[src/rtl/traffic_phase_arbiter.sv]
// traffic_phase_arbiter
//
// Actuated phase scheduler for a four-phase intersection
// (0 NS_CROSS, 1 NS_ROAD, 2 EW_CROSS, 3 EW_ROAD).
//
// Demand from detectors and push-buttons is latched into a pending register.
// Phases are served round-robin, starting the search one past the phase that
// was served last. Each served phase goes GREEN, then YELLOW, then ALL_RED.
// GREEN lasts at least MIN_GREEN cycles and at most MAX_GREEN cycles, but only
// while another phase is waiting. YELLOW always lasts YELLOW_TIME cycles.
// ALL_RED lasts at least ALL_RED_TIME cycles.
//
// Optional feature (build macro PREEMPT_EN): emergency preemption. When it is
// enabled, a preempt request ends the current green through a full yellow and
// all-red. The arbiter then serves preempt_phase_i and holds that phase green
// for as long as preempt_i stays high. Without the macro, preempt_i and
// preempt_phase_i are ignored and preempt_active_o is tied low.
//
// Ports:
//   clk               clock, all state changes on the rising edge
//   reset_n           synchronous active-low reset
//   req_i[3:0]        per-phase demand, either a level or a one-cycle pulse
//   preempt_i         emergency preempt request (PREEMPT_EN builds only)
//   preempt_phase_i   phase to serve under preempt
//   lamp_o[11:0]      lamp of phase p at [3p+2:3p]; RED=100 YELLOW=010 GREEN=001
//   grant_o[3:0]      one-hot, set while the served phase is GREEN or YELLOW
//   phase_o[1:0]      phase currently or most recently served
//   preempt_active_o  high while a preempt sequence is in progress
//
// lamp_o and grant_o are decoded combinationally from the registered state and
// phase, so they add no pipeline delay.
module traffic_phase_arbiter #(
  parameter int MIN_GREEN    = 10,
  parameter int MAX_GREEN    = 40,
  parameter int YELLOW_TIME  = 5,
  parameter int ALL_RED_TIME = 2,
  parameter int TIMER_W      = 7
) (
  input  logic        clk,
  input  logic        reset_n,
  input  logic [3:0]  req_i,
  input  logic        preempt_i,
  input  logic [1:0]  preempt_phase_i,
  output logic [11:0] lamp_o,
  output logic [3:0]  grant_o,
  output logic [1:0]  phase_o,
  output logic        preempt_active_o
);

  typedef enum logic [1:0] {
    ST_ALL_RED = 2'd0,
    ST_GREEN   = 2'd1,
    ST_YELLOW  = 2'd2
  } state_t;

  // A state is finished once the timer reaches (duration - 1). The timer
  // counts from 0 on the first cycle of each state.
  localparam logic [TIMER_W-1:0] MIN_LAST = TIMER_W'(MIN_GREEN - 1);
  localparam logic [TIMER_W-1:0] MAX_LAST = TIMER_W'(MAX_GREEN - 1);
  localparam logic [TIMER_W-1:0] YEL_LAST = TIMER_W'(YELLOW_TIME - 1);
  localparam logic [TIMER_W-1:0] AR_LAST  = TIMER_W'(ALL_RED_TIME - 1);

  state_t             state;
  state_t             nxt_state;
  logic [TIMER_W-1:0] timer;
  logic [3:0]         pend;
  logic [1:0]         phase;
  logic [1:0]         nxt_phase;
  logic [3:0]         dem;
  logic [3:0]         other;
  logic [3:0]         enter_mask;
  logic [1:0]         pick;
  logic               timer_clr;
  logic               pre_seq;
  logic               pre_hold;
  logic               pre_cut;
  logic [1:0]         pre_tgt;

`ifdef PREEMPT_EN
  logic               preempt_active;
  logic [1:0]         preempt_tgt;
`else
  logic               unused_preempt;
  assign unused_preempt = &{1'b0, preempt_i, preempt_phase_i};
`endif

  // Rotating priority: the search starts at last+1 and wraps around. The loop
  // runs from the lowest priority (last itself) to the highest (last+1), so the
  // last hit it records is the highest-priority phase with demand.
  function automatic logic [1:0] rr_pick(input logic [3:0] d, input logic [1:0] last);
    logic [1:0] idx;
    rr_pick = last;
    for (int k = 4; k >= 1; k--) begin
      idx = last + 2'(k);
      if (d[idx]) rr_pick = idx;
    end
  endfunction

  always_comb begin
    dem   = pend | req_i;
    other = dem & ~(4'b0001 << phase);
    pick  = rr_pick(dem, phase);

`ifdef PREEMPT_EN
    // The preempt target is sampled live while preempt_i is high. After
    // preempt_i drops, the last sampled target still finishes the sequence.
    pre_tgt  = preempt_i ? preempt_phase_i : preempt_tgt;
    pre_seq  = preempt_i | preempt_active;
    pre_hold = preempt_i & (phase == preempt_phase_i);
    pre_cut  = preempt_i & (phase != preempt_phase_i);
`else
    pre_tgt  = pick;
    pre_seq  = 1'b0;
    pre_hold = 1'b0;
    pre_cut  = 1'b0;
`endif

    nxt_state = state;
    nxt_phase = phase;
    timer_clr = 1'b0;

    case (state)
      ST_ALL_RED: begin
        if (timer >= AR_LAST) begin
          if (pre_seq) begin
            nxt_state = ST_GREEN;
            nxt_phase = pre_tgt;
          end else if (|dem) begin
            nxt_state = ST_GREEN;
            nxt_phase = pick;
          end
        end
      end
      ST_GREEN: begin
        if (pre_hold) begin
          // The timer is held at 0 while the preempt hold lasts, so normal
          // timing starts again from 0 once preempt_i drops.
          timer_clr = 1'b1;
        end else if (pre_cut) begin
          nxt_state = ST_YELLOW;
        end else if ((|other) && ((!req_i[phase] && (timer >= MIN_LAST)) ||
                                  (timer >= MAX_LAST))) begin
          nxt_state = ST_YELLOW;
        end
      end
      ST_YELLOW: begin
        if (timer >= YEL_LAST) nxt_state = ST_ALL_RED;
      end
      default: nxt_state = ST_ALL_RED;
    endcase

    // Entering GREEN serves the pending request of that phase. A request that
    // is still high on that same edge stays pending.
    if ((state != ST_GREEN) && (nxt_state == ST_GREEN)) enter_mask = 4'b0001 << nxt_phase;
    else                                                enter_mask = 4'b0000;
  end

  always_ff @(posedge clk) begin
    if (!reset_n) begin
      state <= ST_ALL_RED;
      timer <= '0;
      pend  <= 4'b0000;
      phase <= 2'd3;
`ifdef PREEMPT_EN
      preempt_active <= 1'b0;
      preempt_tgt    <= 2'd0;
`endif
    end else begin
      state <= nxt_state;
      phase <= nxt_phase;
      pend  <= dem & ~(enter_mask & ~req_i);
      if ((nxt_state != state) || timer_clr) timer <= '0;
      else if (!(&timer))                    timer <= timer + 1'b1;
`ifdef PREEMPT_EN
      if (preempt_i) begin
        preempt_active <= 1'b1;
        preempt_tgt    <= preempt_phase_i;
      end else if (preempt_active && (state == ST_GREEN) && (phase == preempt_tgt)) begin
        preempt_active <= 1'b0;
      end
`endif
    end
  end

  always_comb begin
    lamp_o  = {4{3'b100}};
    grant_o = 4'b0000;
    for (int p = 0; p < 4; p++) begin
      if ((state != ST_ALL_RED) && (phase == 2'(p))) begin
        lamp_o[3*p +: 3] = (state == ST_GREEN) ? 3'b001 : 3'b010;
        grant_o[p]       = 1'b1;
      end
    end
  end

  assign phase_o = phase;

`ifdef PREEMPT_EN
  assign preempt_active_o = preempt_active;
`else
  assign preempt_active_o = 1'b0;
`endif

endmodule

[config.mk]
export PLATFORM = sky130hd
export DESIGN_NAME = traffic_phase_arbiter
export DESIGN_NICKNAME = d
export VERILOG_FILES = /design/src/rtl/traffic_phase_arbiter.sv
export SDC_FILE = /design/constraint.sdc
export NUM_CORES = 1
export LEC_CHECK = 0
export CAP_MARGIN = 20
export CORE_MARGIN = 4
export CORE_UTILIZATION = 49
export CTS_CLUSTER_DIAMETER = 150
export CTS_CLUSTER_SIZE = 12
export DETAILED_ROUTE_END_ITERATION = 10
export GPL_ROUTABILITY_DRIVEN = 0
export PLACE_DENSITY = 0.79
export SLEW_MARGIN = 20
export SYNTH_ARGS = -nofsm -noshare
export SYNTH_HDL_FRONTEND = slang
export SYNTH_SLANG_ARGS = --single-unit
[constraint.sdc]
create_clock -name clk -period 3.15 [get_ports clk]
set_input_delay 0.63 -clock clk [delete_from_list [all_inputs] [get_ports clk]]
set_output_delay 0.63 -clock clk [all_outputs]
set_load 0.005 [all_outputs]
==> results of run 1 <==
==> cell usage in the layout, fill, tap and decap left out, drive strengths merged, types with 4 or more instances in the layout <==
cell / netlist / routed
clkdlybuf4s50: 0 / 23
dfxtp: 15 / 15
inv: 13 / 13
nor2: 11 / 11
nor3: 11 / 11
and2: 8 / 8
ha: 7 / 7
o21ai: 7 / 7
nand4: 4 / 4
xnor2: 4 / 4
a211oi: 4 / 4
a21oi: 4 / 4
clkbuf: 6 / 4
==> Yosys cell counts, drive strengths merged, types with 2 or more instances <==
| cell | number |
|---|---|
| a211oi | 4 |
| a21oi | 4 |
| and2 | 8 |
| and3 | 2 |
| clkbuf | 6 |
| dfxtp | 15 |
| ha | 7 |
| inv | 13 |
| mux4 | 2 |
| nand2 | 3 |
| nand3 | 3 |
| nand4 | 4 |
| nor2 | 11 |
| nor2b | 2 |
| nor3 | 11 |
| o21a | 2 |
| o21ai | 7 |
| o22ai | 3 |
| o311a | 2 |
| o31a | 2 |
| o31ai | 2 |
| or2 | 2 |
| or4 | 3 |
| xnor2 | 4 |
| xor2 | 2 |
==> metrics by stage <==
step | instance area, µm² | util [%] | cells
floorplan | 1142 | - | 139
global placement | 1385 | 62.61 | 184
detailed placement | 1385 | 62.61 | 184
CTS | 1411 | 63.80 | 188
global route | 1411 | 63.80 | 188
finish | 1411 | 63.80 | 188
==> critical path: stages (launching register included) <==
cell	delay [ns]
dfxtp_1	0.74
inv_1	0.22
ha_1	0.29
o21ai_0	0.12
clkdlybuf4s50_1	0.56
==> worst paths after layout <==
check,slack (ns),start,cells after the start,to
worst min-delay path,0.61,timer[6]$_SDFFE_PP0N_,2,timer[6]$_SDFFE_PP0N_
worst min register to register,0.61,timer[6]$_SDFFE_PP0N_,2,timer[6]$_SDFFE_PP0N_
worst max-delay path,0.31,phase_o[0]$_SDFF_PN1_,4,lamp_o[8]
worst max register to register,0.53,phase_o[0]$_SDFF_PN1_,7,pend[0]$_SDFF_PN0_
==> logic make-up (layout without fill, tap and decap cells) <==
logic type | Yosys count | count (layout) | share of synthesized area [%]
and+or+nand+nor | 54 | 54 | 25.63
AOI/OAI and AO/OA | 34 | 34 | 24.64
buffers and inverters | 20 | 41 | 6.901
DFF | 15 | 15 | 26.29
adders and majority gates | 7 | 7 | 7.667
xor gates and xnor gates | 6 | 6 | 4.600
muxes | 2 | 2 | 3.943
other | 1 | 1 | 0.3283
==> metal layers <==
metal | up-vias | wire length (µm) | global-route usage, %
li1 | 545 | - | -
met1 | 522 | 1261 | 24.79
met2 | 33 | 1280 | 30.55
met3 | 2 | 203 | 3.908
met4 | 0 | 18 | 4.068
met5 | - | 0 | 0
==> registers in the layout, summed over array words and instances (netlist names) <==
| name | cells |
|---|---|
| timer | 7 |
| phase_o | 2 |
| state | 2 |
| pend | 4 |
==> layout make-up <==
type / instances / area share (%)
clock buffers: 4 / 1.862
inverters: 13 / 3.457
multi-input cells: 104 / 54.08
flip-flops and latches: 15 / 21.28
well taps: 28 / 2.482
repair buffers: 24 / 16.84
==> power by group <==
part	switching, mW	internal, mW	total, mW
Combinational	0.358	0.337	0.695
Sequential	0.0966	0.233	0.329
Clock	0.0577	0.0490	0.107
Total	0.512	0.618	1.13
==> key figures, run 1 <==
Status
  – Status: completed

STA
  – Worst hold margin: 0.6054 ns
  – Final setup fails: 0
  – Slew @ Worst Pin: roughly 0.64 ns
  – Final Cycle Share: 90.07%
  – Achievable Freq: between 300 and 400 MHz
  – Setup Skew: ~0.0024 ns
  – Max-slew violation count: 0
  – Hold Violations, Final: 0
  – Final worst setup slack: around 0.31 ns
  – Slew margin rel.: ~57%
  – Min cycle time layout: 2.837 ns
  – RSZ-0062 raised after global routing: false
  – Sum Neg Setup Slack: 0 ns

Worst setup path
  – CP required: ~2.5 ns
  – Peak fanout along the critical path: 17
  – Critical path type: reg -> out
  – Startpoint types: flop
  – CP endpoint kind: output port
  – Worst Path Arrival: 2.21 ns

Die
  – Die height: 56.29 µm
  – Core area: approximately 2200 µm²
  – Die X: 56.29 µm
  – Io pins: 28
  – Row count: 17
  – Initial Utilization: roughly 52%
  – Die area: 3168 µm²

Placement
  – Port-buffer cells: 23
  – DP HPWL: 2198 µm
  – DP Worst Slack: 0.3280 ns

Global routing
  – Initial antenna violation count: 0
  – GRT Overall Usage: 18.54%
  – Global route total overflow: 0
  – Vias in the first global route: 1056
  – Global-route wire length before repair: 4850 µm
  – Largest net degree at the start of global routing: 18

Clock tree
  – Clk Latency, worst-skew pair: 0.27 ns
  – H-tree depth: 1
  – CTS tree: yes
  – Num CTS Buffers: 3
  – Post-CTS setup buffer count: 0
  – Clock transition at path regs: 0.09 ns
  – Clock sinks: 15
  – Root Buffer: clkbuf_4
  – PostCTS Resize Cnt: 0
  – Maximum clock path buffer count: 2
  – CTS hold repair buffers: 0

Power and ir drop
  – VDD IR-drop max: 0.5297 mV
  – Total design power: around 1.1 mW
  – Leak: 0.5617 nW
  – Power Dens Cells: 801.1 nW/µm²

Final layout
  – Layout cells sized above 1: under 10%
  – Multi-input logic area: about 760 µm²
  – Diodes inserted: 0
  – Flip-flop and latch area: 300.3 µm²
  – FILL cells: ~220
  – Nets: 177
  – Area Growth Syn to Fin: 23.55%

Worst hold path
  – HP Class: reg -> reg

Route
  – First-pass DRT Iterations: 5
  – Final ANT Viol Nets: 0
  – Initial detailed-routing violation count: 25
  – Wire per inst: 14.70 µm
  – DRT Wirelength: ~2800 µm
  – Via density: 5.862
  – DRC viols: 0
  – Total number of vias: 1102

Logic synthesis
  – Most area-hungry cell type in the Yosys netlist: dfxtp_1
  – Syn nets: between 150 and 200
  – Post-synth EDFFs: 0
  – Async SR Flop Fraction: 0%
  – Primary FF master, synth: dfxtp_1
  – Cells after Synth: 139
  – Post-Syn Area: 1142 µm²
  – Cell variety after synth: 43
  – Seq cells post-synth: 15
  – Post-synthesis sequential area ratio: 26.29%
  – Share of the synthesized area in the top cell type: 26.29%
  – Avg Inst Size Synth: 8.218 µm²
  – Synth Warn #: 0
  – Top cells by area, synth: dfxtp_1 (26%), ha_1 (7.7%), nor3_1 (4.8%), and2_1 (4.4%), inv_1 (4.3%)

Job
  – Max_cap viols: 0
(Power assumes the default switching activity.)
==> run 2, diff against run 1 <==
--- a/config.mk
+++ b/config.mk
@@ -7,12 +7,13 @@
 export LEC_CHECK = 0
 export CAP_MARGIN = 20
 export CORE_MARGIN = 4
-export CORE_UTILIZATION = 49
+export CORE_UTILIZATION = 51
+export CTS_BUF_LIST = sky130_fd_sc_hd__clkbuf_4
 export CTS_CLUSTER_DIAMETER = 150
 export CTS_CLUSTER_SIZE = 12
 export DETAILED_ROUTE_END_ITERATION = 10
 export GPL_ROUTABILITY_DRIVEN = 0
-export PLACE_DENSITY = 0.79
+export PLACE_DENSITY = 0.82
 export SLEW_MARGIN = 20
 export SYNTH_ARGS = -nofsm -noshare
 export SYNTH_HDL_FRONTEND = slang
==> run 2 against run 1 <==
Compared with the run above:
- utilization rose by 5.4 points
- combinational power barely moved
- clock-buffer cell count did not move
- die area fell by 3.4%
- routed wire length fell by 7.1%
- non-clock buffer count did not move
- power rose by 0.76%
- register-to-register slack improved by 0.12 ns
- worst hold slack got worse by 0.013 ns
- critical endpoint unchanged
- largest cell class unchanged
- largest power group unchanged
==> key figures, run 2 (synthesized netlist as in run 1, its figures left out) <==
Status
  – Status: completed

Die
  – Io pins: 28
  – Die X: 55.33 µm
  – Row count: 16
  – Core area: 2042 µm²
  – Die height: roughly 55 µm
  – Initial Utilization: 55.94%
  – Die area: 3061 µm²

Final layout
  – Flip-flop and latch area: 300.3 µm²
  – Commonest non-fill, non-tap cells in the layout: clkdlybuf4s50_1 (23), dfxtp_1 (15), inv_1 (13), nor2_1 (11), nor3_1 (11)
  – Finished Core Util: 69.24%
  – Area Growth Syn to Fin: 23.77%
  – Regs by FF count: timer x7, pend x4
  – Nets: 177
  – Most common cell after layout, fill and taps aside: clkdlybuf4s50_1
  – Layout cells sized above 1: 8.125%
  – Post-Layout Cell Count: between 150 and 200
  – Diodes inserted: 0
  – Multi-input logic area: around 760 µm²
  – Design area: approximately 1400 µm²
  – Max reg flops: 7
  – FILL cells: 183
  – Biggest register: timer

Clock tree
  – Root Buffer: clkbuf_4
  – Clock transition at path regs: 0.09 ns
  – CTS tree: yes
  – Num CTS Buffers: 3
  – H-tree depth: 1
  – Clk Latency, worst-skew pair: about 0.29 ns
  – PostCTS Resize Cnt: 0
  – Clock sinks: 15
  – CTS hold repair buffers: 0
  – Post-CTS setup buffer count: 0
  – Maximum clock path buffer count: 2

Global routing
  – Global route total overflow: 0
  – Initial antenna violation count: 0
  – GRT Overall Usage: 17.64%
  – Largest net degree at the start of global routing: 15
  – Global-route wire length before repair: 4519 µm
  – Vias in the first global route: a little over 1000

STA
  – Slew margin rel.: 63.28%
  – Sum Neg Setup Slack: 0 ns
  – Setup Skew: 0.003260 ns
  – RSZ-0062 raised after global routing: false
  – Slew @ Worst Pin: around 0.55 ns
  – Hold Violations, Final: 0
  – Achievable Freq: 372.8 MHz
  – Min cycle time layout: 2.682 ns
  – Final worst setup slack: 0.4679 ns
  – Worst hold margin: 0.5921 ns
  – Final Cycle Share: 85.15%
  – Max-slew violation count: 0
  – Final setup fails: 0

Route
  – Initial detailed-routing violation count: 41
  – Wire per inst: between 10 and 15 µm
  – Total number of vias: 1100
  – First-pass DRT Iterations: 4
  – Via density: 5.882
  – Final ANT Viol Nets: 0
  – DRC viols: 0
  – DRT Wirelength: 2568 µm

Placement
  – Port-buffer cells: 23
  – Cells after DPL: 183
  – Post-place instance area: approximately 1400 µm²
  – DP HPWL: between 1500 and 2000 µm
  – DP Worst Slack: approximately 0.36 ns

Worst hold path
  – Min-delay src: timer[6]$_SDFFE_PP0N_
  – HP Class: reg -> reg
  – Worst Hold Endpoint: timer[6]$_SDFFE_PP0N_
  – WHS Path Cells: 2

Worst setup path
  – Critical path type: reg -> out
  – Startpoint types: flop
  – R2R cell count: 6
  – FF-to-FF Start: phase_o[0]$_SDFF_PN1_
  – R2R Path End: state[1]$_SDFF_PN0_
  – R2R Setup Slk: between 0.6 and 0.7 ns
  – Peak fanout along the critical path: 13
  – CP required: around 2.5 ns
  – Worst Path Arrival: 2.05 ns
  – CP endpoint kind: output port
  – Critical Path Source: phase_o[0]$_SDFF_PN1_

Power and ir drop
  – Total design power: 1.139 mW
  – VDD IR-drop max: approximately 0.6 mV
  – Power Dens Cells: roughly 800 nW/µm²
  – Leak: 0.5645 nW

Job
  – Max_cap viols: 0
## run 2: cell counts in the layout (fill, tap and decap cells not counted)
Identical to the previous run, type by type.
## run 2: per-layer routing
| metal | part of all wire [%] | vias to the layer above | routed length [µm] | GRT usage [%] |
|---|---|---|---|---|
| met5 | 0 | - | 0 | 0 |
| met3 | 7.8 | 8 | 200 | 4.662 |
| li1 | - | 546 | - | - |
| met4 | 2.5 | 0 | 63 | 8.681 |
| met1 | 47 | 501 | 1203 | 22.25 |
| met2 | 43 | 45 | 1101 | 27.53 |
## run 2: worst max path at each step
| stage | slack (ns) | cells past startpoint | to |
|---|---|---|---|
| 6_report | 0.47 | 4 | lamp_o[8] |
| 5_1_grt | 0.32 | 4 | lamp_o[8] |
| 4_1_cts | 0.45 | 4 | lamp_o[8] |
| 3_5_place_dp | 0.36 | 6 | state[1]$_SDFF_PN0_ |
| 3_3_place_gp | 0.41 | 6 | state[1]$_SDFF_PN0_ |
| 2_1_floorplan | 0.76 | 8 | pend[0]$_SDFF_PN0_ |
## run 2: final cells by class
| class | count | share of cell area [%] |
|---|---|---|
| Multi-Input combinational cell | 104 | 53.98 |
| Sequential cell | 15 | 21.24 |
| Timing Repair Buffer | 24 | 16.81 |
| Inverter | 13 | 3.451 |
| Tap cell | 27 | 2.389 |
| Clock buffer | 4 | 2.124 |
## run 2: critical path, stage by stage, from the launching register on
cell and delay, ns:
dfxtp_1 0.62, inv_1 0.18, ha_1 0.28, o21ai_0 0.12
clkdlybuf4s50_1 0.55
## run 2: power breakdown
part           switching, mW  internal [mW]  leakage, nW
logic                  0.354          0.343        0.423
clock network         0.0656         0.0579       0.0184
registers             0.0861          0.233        0.123
